### src/rtl/inv_adder_pkg.sv
// Shared types and constants for the invertible p-bit adder sample controller.
// Latency: n/a (package only).
// Backpressure: n/a (package only).
package inv_adder_pkg;

  localparam int STEP_W_DEF = 16;

  localparam logic [1:0] MODE_FWD = 2'd0;
  localparam logic [1:0] MODE_INV = 2'd1;
  localparam logic [1:0] MODE_SUB = 2'd2;

  typedef enum logic [2:0] {
    ST_IDLE,
    ST_RST,
    ST_SETTLE,
    ST_SAMPLE,
    ST_DONE
  } ctrl_state_t;

  // Mode 3 has no meaning of its own in the adder; it runs as subtract.
  function automatic logic [1:0] norm_mode(input logic [1:0] m);
    return (m == 2'd3) ? MODE_SUB : m;
  endfunction

endpackage

### src/rtl/bit_vote_acc.sv
// Single-bit ones counter with synchronous clear/enable and a majority compare.
// Latency: count updates one cycle after an enabled sample; vote is combinational on the count.
// Backpressure: none; the owner gates en.
// Ports: clk/reset_n, clr (zero the count), en (sample bit_in), steps (window length),
//        cnt (ones seen so far), vote (1 when 2*cnt > steps, ties give 0).
module bit_vote_acc
  import inv_adder_pkg::*;
#(
  parameter int STEP_W = STEP_W_DEF
) (
  input  logic              clk,
  input  logic              reset_n,
  input  logic              clr,
  input  logic              en,
  input  logic              bit_in,
  input  logic [STEP_W-1:0] steps,
  output logic [STEP_W-1:0] cnt,
  output logic              vote
);

  always_ff @(posedge clk or negedge reset_n) begin
    if (!reset_n) begin
      cnt <= '0;
    end else if (clr) begin
      cnt <= '0;
    end else if (en && bit_in) begin
      cnt <= cnt + STEP_W'(1);
    end
  end

  // Compare at STEP_W+1 bits so 2*cnt cannot wrap.
  assign vote = ({cnt, 1'b0} > {1'b0, steps});

endmodule

### src/rtl/inv_adder_sample_ctrl.sv
// Job sequencer for the 4-bit invertible p-bit adder: reset, burn-in, sample, majority vote.
// Latency: accept to res_valid = RST_CYC + BURN_IN + steps + 1 cycles.
// Backpressure: one job at a time (cmd_ready only in IDLE); result held until res_ready.
// Ports: cmd_* command in (valid/ready), abort cancels a running job, adder_* drive/observe
//        the adder, res_* majority-voted result (valid/ready), res_cnt_b raw b_out counts.
// Optional: define I0_ANNEAL_EN to ramp adder_i0 from 1 up to cmd_i0 during the job.
module inv_adder_sample_ctrl
  import inv_adder_pkg::*;
#(
  parameter int STEP_W  = STEP_W_DEF,
  parameter int BURN_IN = 16,
  parameter int RST_CYC = 2
) (
  input  logic                clk,
  input  logic                reset_n,
  input  logic                cmd_valid,
  output logic                cmd_ready,
  input  logic [1:0]          cmd_mode,
  input  logic [3:0]          cmd_a,
  input  logic [3:0]          cmd_b,
  input  logic [3:0]          cmd_sum,
  input  logic [3:0]          cmd_i0,
  input  logic                cmd_update_mode,
  input  logic [STEP_W-1:0]   cmd_steps,
  input  logic                abort,
  output logic                adder_reset,
  output logic [1:0]          adder_mode,
  output logic                adder_update_mode,
  output logic [3:0]          adder_a,
  output logic [3:0]          adder_b,
  output logic [3:0]          adder_sum,
  output logic [3:0]          adder_i0,
  input  logic [3:0]          adder_a_out,
  input  logic [3:0]          adder_b_out,
  input  logic [3:0]          adder_sum_out,
  input  logic                adder_overflow,
  output logic                busy,
  output logic                res_valid,
  input  logic                res_ready,
  output logic [3:0]          res_a,
  output logic [3:0]          res_b,
  output logic [3:0]          res_sum,
  output logic                res_ovf,
  output logic [4*STEP_W-1:0] res_cnt_b
);

  // One phase counter serves both the RST and SETTLE windows.
  localparam int PH_MAX = (RST_CYC > BURN_IN) ? RST_CYC : BURN_IN;
  localparam int PH_W   = (PH_MAX < 2) ? 1 : $clog2(PH_MAX);
  localparam logic [PH_W-1:0] RST_LAST   = PH_W'(RST_CYC - 1);
  localparam logic [PH_W-1:0] BURN_LAST  = PH_W'((BURN_IN > 0) ? BURN_IN - 1 : 0);

  ctrl_state_t       state;
  logic [STEP_W-1:0] steps_q;
  logic [STEP_W-1:0] step_cnt;
  logic [PH_W-1:0]   cyc_cnt;

  logic        accept;
  logic        running;
  logic        acc_clr;
  logic        acc_en;
  logic [12:0] acc_bit;
  logic [12:0] vote;
  logic [STEP_W-1:0] cnt [13];

  assign accept  = (state == ST_IDLE) && cmd_valid && cmd_ready;
  assign running = (state == ST_RST) || (state == ST_SETTLE) || (state == ST_SAMPLE);
  // Clearing at acceptance means counts from an aborted or old job never leak forward.
  assign acc_clr = accept || (running && abort);
  // Abort beats the sample taken on the same cycle, including the final one.
  assign acc_en  = (state == ST_SAMPLE) && !abort;
  assign acc_bit = {adder_overflow, adder_sum_out, adder_b_out, adder_a_out};

  for (genvar g = 0; g < 13; g++) begin : g_acc
    bit_vote_acc #(.STEP_W(STEP_W)) u_acc (
      .clk    (clk),
      .reset_n(reset_n),
      .clr    (acc_clr),
      .en     (acc_en),
      .bit_in (acc_bit[g]),
      .steps  (steps_q),
      .cnt    (cnt[g]),
      .vote   (vote[g])
    );
  end

  // Results are only presented while res_valid is up; counts are frozen in DONE.
  assign res_a     = res_valid ? vote[3:0]  : 4'd0;
  assign res_b     = res_valid ? vote[7:4]  : 4'd0;
  assign res_sum   = res_valid ? vote[11:8] : 4'd0;
  assign res_ovf   = res_valid & vote[12];
  assign res_cnt_b = {cnt[7], cnt[6], cnt[5], cnt[4]};

  always_ff @(posedge clk or negedge reset_n) begin
    if (!reset_n) begin
      state             <= ST_IDLE;
      cmd_ready         <= 1'b0;
      busy              <= 1'b0;
      res_valid         <= 1'b0;
      adder_reset       <= 1'b1;
      adder_mode        <= 2'd0;
      adder_update_mode <= 1'b0;
      adder_a           <= 4'd0;
      adder_b           <= 4'd0;
      adder_sum         <= 4'd0;
      steps_q           <= '0;
      step_cnt          <= '0;
      cyc_cnt           <= '0;
    end else if (running && abort) begin
      state       <= ST_IDLE;
      busy        <= 1'b0;
      cmd_ready   <= 1'b1;
      adder_reset <= 1'b1;
    end else begin
      case (state)
        ST_IDLE: begin
          cmd_ready   <= 1'b1;
          adder_reset <= 1'b1;
          if (accept) begin
            state             <= ST_RST;
            cmd_ready         <= 1'b0;
            busy              <= 1'b1;
            adder_mode        <= norm_mode(cmd_mode);
            adder_update_mode <= cmd_update_mode;
            adder_a           <= cmd_a;
            adder_b           <= cmd_b;
            adder_sum         <= cmd_sum;
            steps_q           <= cmd_steps;
            step_cnt          <= '0;
            cyc_cnt           <= '0;
          end
        end
        ST_RST: begin
          if (cyc_cnt == RST_LAST) begin
            cyc_cnt <= '0;
            if (BURN_IN != 0) begin
              state       <= ST_SETTLE;
              adder_reset <= 1'b0;
            end else if (steps_q == '0) begin
              state     <= ST_DONE;
              busy      <= 1'b0;
              res_valid <= 1'b1;
            end else begin
              state       <= ST_SAMPLE;
              adder_reset <= 1'b0;
            end
          end else begin
            cyc_cnt <= cyc_cnt + PH_W'(1);
          end
        end
        ST_SETTLE: begin
          if (cyc_cnt == BURN_LAST) begin
            cyc_cnt <= '0;
            if (steps_q == '0) begin
              state       <= ST_DONE;
              busy        <= 1'b0;
              res_valid   <= 1'b1;
              adder_reset <= 1'b1;
            end else begin
              state <= ST_SAMPLE;
            end
          end else begin
            cyc_cnt <= cyc_cnt + PH_W'(1);
          end
        end
        ST_SAMPLE: begin
          step_cnt <= step_cnt + STEP_W'(1);
          if (step_cnt == steps_q - STEP_W'(1)) begin
            state       <= ST_DONE;
            busy        <= 1'b0;
            res_valid   <= 1'b1;
            adder_reset <= 1'b1;
          end
        end
        ST_DONE: begin
          if (res_ready) begin
            state     <= ST_IDLE;
            res_valid <= 1'b0;
            cmd_ready <= 1'b1;
          end
        end
        default: state <= ST_IDLE;
      endcase
    end
  end

`ifdef I0_ANNEAL_EN
  // Ramp I_0 from 1 toward the commanded value once per 2^(STEP_W/4) cycles of SETTLE/SAMPLE.
  localparam int RAMP_W = (STEP_W / 4 < 1) ? 1 : STEP_W / 4;
  logic [RAMP_W-1:0] ramp_cnt;
  logic [3:0]        i0_q;

  always_ff @(posedge clk or negedge reset_n) begin
    if (!reset_n) begin
      adder_i0 <= 4'd0;
      i0_q     <= 4'd0;
      ramp_cnt <= '0;
    end else if (accept) begin
      i0_q     <= cmd_i0;
      adder_i0 <= (cmd_i0 == 4'd0) ? 4'd0 : 4'd1;
      ramp_cnt <= '0;
    end else if (state == ST_SETTLE || state == ST_SAMPLE) begin
      ramp_cnt <= ramp_cnt + RAMP_W'(1);
      if (ramp_cnt == {RAMP_W{1'b1}} && adder_i0 < i0_q) begin
        adder_i0 <= adder_i0 + 4'd1;
      end
    end
  end
`else
  always_ff @(posedge clk or negedge reset_n) begin
    if (!reset_n) begin
      adder_i0 <= 4'd0;
    end else if (accept) begin
      adder_i0 <= cmd_i0;
    end
  end
`endif

endmodule

### config.mk
export PLATFORM = sky130hd
export DESIGN_NAME = inv_adder_sample_ctrl
export DESIGN_NICKNAME = d
export VERILOG_FILES = /design/src/rtl/inv_adder_pkg.sv /design/src/rtl/bit_vote_acc.sv /design/src/rtl/inv_adder_sample_ctrl.sv
export SDC_FILE = /design/constraint.sdc
export NUM_CORES = 1
export LEC_CHECK = 0
export CAP_MARGIN = 30
export CELL_PAD_IN_SITES_DETAIL_PLACEMENT = 1
export CELL_PAD_IN_SITES_GLOBAL_PLACEMENT = 1
export CORE_MARGIN = 1
export CORE_UTILIZATION = 41
export CTS_BUF_LIST = sky130_fd_sc_hd__clkbuf_4 sky130_fd_sc_hd__clkbuf_8 sky130_fd_sc_hd__clkbuf_16
export DETAILED_ROUTE_END_ITERATION = 12
export PLACE_DENSITY_LB_ADDON = 0.1
export SLEW_MARGIN = 20
export SYNTH_ARGS = -nofsm -noshare
export SYNTH_HDL_FRONTEND = slang
export SYNTH_SLANG_ARGS = --single-unit
export TNS_END_PERCENT = 1
### constraint.sdc
create_clock -name clk -period 3.4 [get_ports clk]
set_input_delay 1.02 -clock clk [delete_from_list [all_inputs] [get_ports clk]]
set_output_delay 1.02 -clock clk [all_outputs]
set_load 0.03 [all_outputs]
Word level (Yosys, flattened, before mapping):

Cells that the tools add are included.

* register bits: 270

* $add $sub $neg: 16
* equality and inequality tests: 19
* reductions and logical operators: 50
* mux-type cells: 62
* $lt $le $gt $ge: 13
* bitwise gates (word level): 2

Operator list (number)
* 2-to-1 mux 16 bit: 27
* adder 16 x 1 -> 16 bit, second input constant: 14
* > comparator 17 x 16 -> 1 bit: 13
* case mux 16 bit (2 select lines): 1
* nonzero test 2 bit: 14
* 2-to-1 mux 4 bit: 6
* 2-to-1 mux 3 bit: 7
* logical AND 1 bit: 17
* == test 16 bit: 1
* zero test 16 bit: 1
* subtractor 16 x 1 -> 16 bit, second input constant: 1
* case mux 3 bit (5 select lines): 1
* AND reduction 5 bit: 3
* 2-to-1 mux 1 bit: 14
* != test 3 x 1 -> 1 bit, second input constant: 4
* case mux 4 bit (3 select lines): 1
* AND reduction 3 bit: 3
* nonzero test 3 bit: 3
* == test 3 x 2 -> 1 bit, second input constant: 2
* != test 2 x 1 -> 1 bit, second input constant: 3
* case mux 1 bit (3 select lines): 2
* AND reduction 6 bit: 1
* nonzero test 5 bit: 1
* adder 4 x 1 -> 4 bit, second input constant: 1
* other kinds (18): 21

Depth between registers and ports, before layout:

* word-level depth: 6
* depth in mapped cells: 13

Modules after synthesis:

From an unflattened synthesis, not the netlist that was laid out.

* cells, all modules: 2236
* area total of the unflattened synthesis: 19049.5 µm²

Modules (own cells, without submodules)
* bit_vote_acc: sequential area each 400.4 µm², instances 13, cells an instance 140, area an instance 1193.6 µm²
* inv_adder_sample_ctrl: sequential area each 1552.7 µm², instances 1, cells an instance 416, area an instance 3532.1 µm²

Least setup slack after synthesis:

Ideal clock, no wire load.

* path type: reg2out
* start point: register steps_q[4]
* end point: output port res_a[1]
* data required time: 2.380 ns
* arrival: 2.519 ns
* setup slack: -0.139 ns
* cell stages (with the launch flop): 12
* path buffers: 1
* cell sequence: dfrtp_1 > clkbuf_1 > inv_1 > ha_1 > nand4_1 > nor2_1 > nor2_1 > a21oi_1 > a211oi_1 > o21ai_0 > a31oi_1 > a211oi_1

* cells in the longest elaborated chain, start to end: 2

RTL lines
* from (decl): line inv_adder_sample_ctrl.sv:54 `logic [STEP_W-1:0] steps_q;`
* from (signal assigned): line inv_adder_sample_ctrl.sv:128 `steps_q <= cmd_steps;`
* > comparator 17 x 16 -> 1 bit: line bit_vote_acc.sv:32 `assign vote = ({cnt, 1'b0} > {1'b0, steps});`
* 2-to-1 mux 4 bit: line inv_adder_sample_ctrl.sv:88 `assign res_a = res_valid ? vote[3:0] : 4'd0;`
* to (decl): line inv_adder_sample_ctrl.sv:40 `output logic [3:0] res_a,`

No other way between the ends.

Final worst setup path:

* start point: register steps_q[4]
* end point: output port res_a[2]

Same word-level chain as after synthesis.

==> reports/metrics.cfg <==
[run_status]
status = finished, violations left
violations = setup timing

[power]
switchingPower_w = 0.00560
ir_worst_vdd_mv = 0.540
switching_share_pct = 40.4
p_comb_share_pct = 45.4
intPower_w = 0.00828
pwr-share-seq_pct = 27.2
power_frac_clock_pct = 27.5
cellLeakagePower_nw = 10.9
powerDensity_nw_per_um2 = 607

[floorplan]
die_y_um = 211
die_w_um = 211
top_level_ports = 153
fp.coreArea_um2 = 43100
die_area_um2 = 44600
fp-row-count = 76
start_util_pct = 41.6

[worst_setup_path]
cp-end-kind = output port
ff2ff_setup_slack_ns = 0.24
worstSetupStartpointType = flip-flop
cp_max_fo = 5
critPathRequiredTime_ns = 2.38
criticalPathCategory = reg -> out
cp.arrival_ns = 2.89

[sta]
clock_skew_ns = 0.0192
postLayoutSetupSlackWorst_ns = -0.507
period_share_pct = 115
slew_headroom_pct = 56.8
clock.fmax_mhz = 256
setup_viol = 13
worstMarginPinSlew_ns = 0.649
maxSlewViolCount = 0
layout_min_cycle_time_ns = 3.91
final.setup.tns_ns = -5.59
hold_viol_final = 0
rsz0062_at_grt = yes

[clock_tree]
cts_root_buf = clkbuf_16
clkLatencyLatePin_ns = 0.55
cts_buffer_depth = 3
cts.clk_slew.worst_paths_ns = 0.06
cts_made_buffers = 36
cts_tree = done
htree_levels = 2
clock_sinks = 270

[yosys]
synth_common_cells = dfrtp_1 (269), nor2_1 (253), ha_1 (213)
yosysMostFrequentCell = dfrtp_1
syn_area_per_cell_um2 = 9.09
async_flop_share_pct = 100
synthCells = 1972
syn_area_um2 = 17900
synth_edf_count = 0
synth_ff_type = dfrtp_1
yosysTopAreaCellShare_pct = 37.6
ys.warnings.count = 0
yosysUniqueCellTypes = 67
yosys-top-cells-area = dfrtp_1 (38%), ha_1 (15%), xor2_1 (6.9%), nor2_1 (5.3%), nand2_1 (4.4%)
synth_seq_cells = 270
syn-num-nets = 2238
synth_top_area_cell = dfrtp_1
ys_seq_area_share_pct = 37.7

[route]
dr.pass1.iters = 5
vias_per_cell = 5.55
via_count = 15945
drc = 0
ant_nets = 0
wl_um = 59100
wire_per_inst_um = 20.6
drt_iter0_drc = 867

[global_route]
gr-total-overflow = 0
grt_use_total_pct = 27.2
grt_pass1_vias = 16934
grt_pass1_wl_um = 94200
antenna_found_initial = 2
grt_max_degree = 98

[final_layout]
final_util_pct = 53.1
antenna-diode-count = 0
nets = 2530
n_fill_cell = 4933
area_delta_synth_final_pct = 27.6
final_layout_size_suffix_gt1_share_pct = 15.7

[placed_design]
dpl.hpwl_um = 43000
post-place-ws_ns = -0.275
io_buffer_count = 152
gp_congestion = 0.848

[worst_hold_path]
min_path_type = in -> async

[job]
maxCapViolCount = 0

repair_timing:
item | 4_1_cts | 5_1_grt
endpoints found under the setup margin | 13 | 14
hold buffers | 0 | 0
buffers inserted | 6 | 3
resized for setup | 62 | 22
pin swaps | 24 | 11
cell usage in the layout, fill, tap and decap left out, types with 14 or more instances in the layout:
cell / netlist / final
nor3_1: 31 / 31
ha_1: 213 / 208
buf_4: 64 / 205
inv_1: 38 / 30
xnor2_1: 52 / 52
nand4_1: 88 / 88
or3_1: 29 / 29
o31ai_1: 15 / 14
a211oi_2: 0 / 14
and3_1: 23 / 23
xor2_1: 142 / 142
nor2b_1: 22 / 21
buf_12: 0 / 22
dfrtp_1: 269 / 267
clkbuf_16: 0 / 37
clkdlybuf4s50_1: 0 / 138
nand2_1: 210 / 210
nor2_1: 253 / 247
a21o_1: 53 / 53
nand3_1: 91 / 89
a21oi_1: 84 / 81
o21ai_0: 86 / 76
per-stage QoR:
stage	std cells	instance area, um2	total power [W]	hold WS (ns)
after floorplan	1972	17900	0.00672	0.495
after global placement	2802	21300	0.00956	0.453
after detailed placement	2802	21300	0.00976	0.464
after CTS	2868	22700	0.0139	0.438
after global routing	2871	22900	0.0146	0.465
final	2871	22900	0.0139	0.396
worst max-delay path: stages (launching register included):
cell	delay (ns)
dfrtp_2	0.42
inv_2	0.08
buf_4	0.18
ha_1	0.30
nand4_1	0.13
nor2_2	0.18
nor2_1	0.06
a21oi_1	0.19
a211oi_2	0.07
o21ai_0	0.16
a31oi_1	0.12
a211oi_2	0.18
buf_4	0.16
buf_12	0.11
state kept, by name (all words and copies together), names as in the netlist, 2 cells and up:
signal / cells
state: 3
g_acc.u_acc.cnt: 208
cyc_cnt: 4
adder_a: 4
adder_i0: 4
adder_b: 4
steps_q: 16
step_cnt: 16
adder_mode: 2
adder_sum: 4
cell type report:
cell class,count,area [um2],area share [%]
clock buffers,57,1130,4.95
clock inverters,3,40.0,0.175
inverters,38,145,0.635
multi-input cells,1544,10600,46.3
flip-flops and latches,270,6760,29.6
well taps,585,732,3.20
repair buffers,374,3470,15.2
cells by family (layout without fill, tap and decap cells):
kind of cell	count (synthesis)	after routing	share of synthesized area [%]
buf+inv	158	472	4.71
fa+ha+maj	213	213	14.9
mux	6	6	0.342
xor+xnor	194	194	9.48
simple gates	802	802	21.1
flops	270	270	37.7
compound gates	329	329	11.8
path summary, 6_finish.rpt:
path                              start                      to  depth (start not counted)
setup / recovery             steps_q[4]                res_a[2]                         13
max in group asynchronous       reset_n              adder_a[3]                          2
hold / removal                  reset_n  g_acc[5].u_acc.cnt[11]                          1
hold reg to reg            adder_sum[3]            adder_sum[3]                          2
setup reg to reg             steps_q[1]             adder_reset                         11
min in group clk           adder_sum[3]            adder_sum[3]                          2
power groups by stage:
| stage | combinational [W] | clock (W) | sequential, W |
|---|---|---|---|
| after floorplan | 0.00274 | 0 | 0.00399 |
| after global placement | 0.00577 | 0 | 0.00379 |
| after detailed placement | 0.00597 | 0 | 0.00380 |
| after CTS | 0.00621 | 0.00391 | 0.00377 |
| after global routing | 0.00682 | 0.00401 | 0.00380 |
| final | 0.00630 | 0.00381 | 0.00377 |
metal layers:
metal / global-route usage [%] / routed length, um / vias to the layer above
met2: 46.4 / 28500 / 276
li1: - / - / 7521
met1: 35.1 / 26600 / 8040
met5: 0 / 12 / -
met3: 3.66 / 2090 / 106
met4: 9.37 / 1890 / 2
No activity file was read; power rests on OpenSTA's default activity.
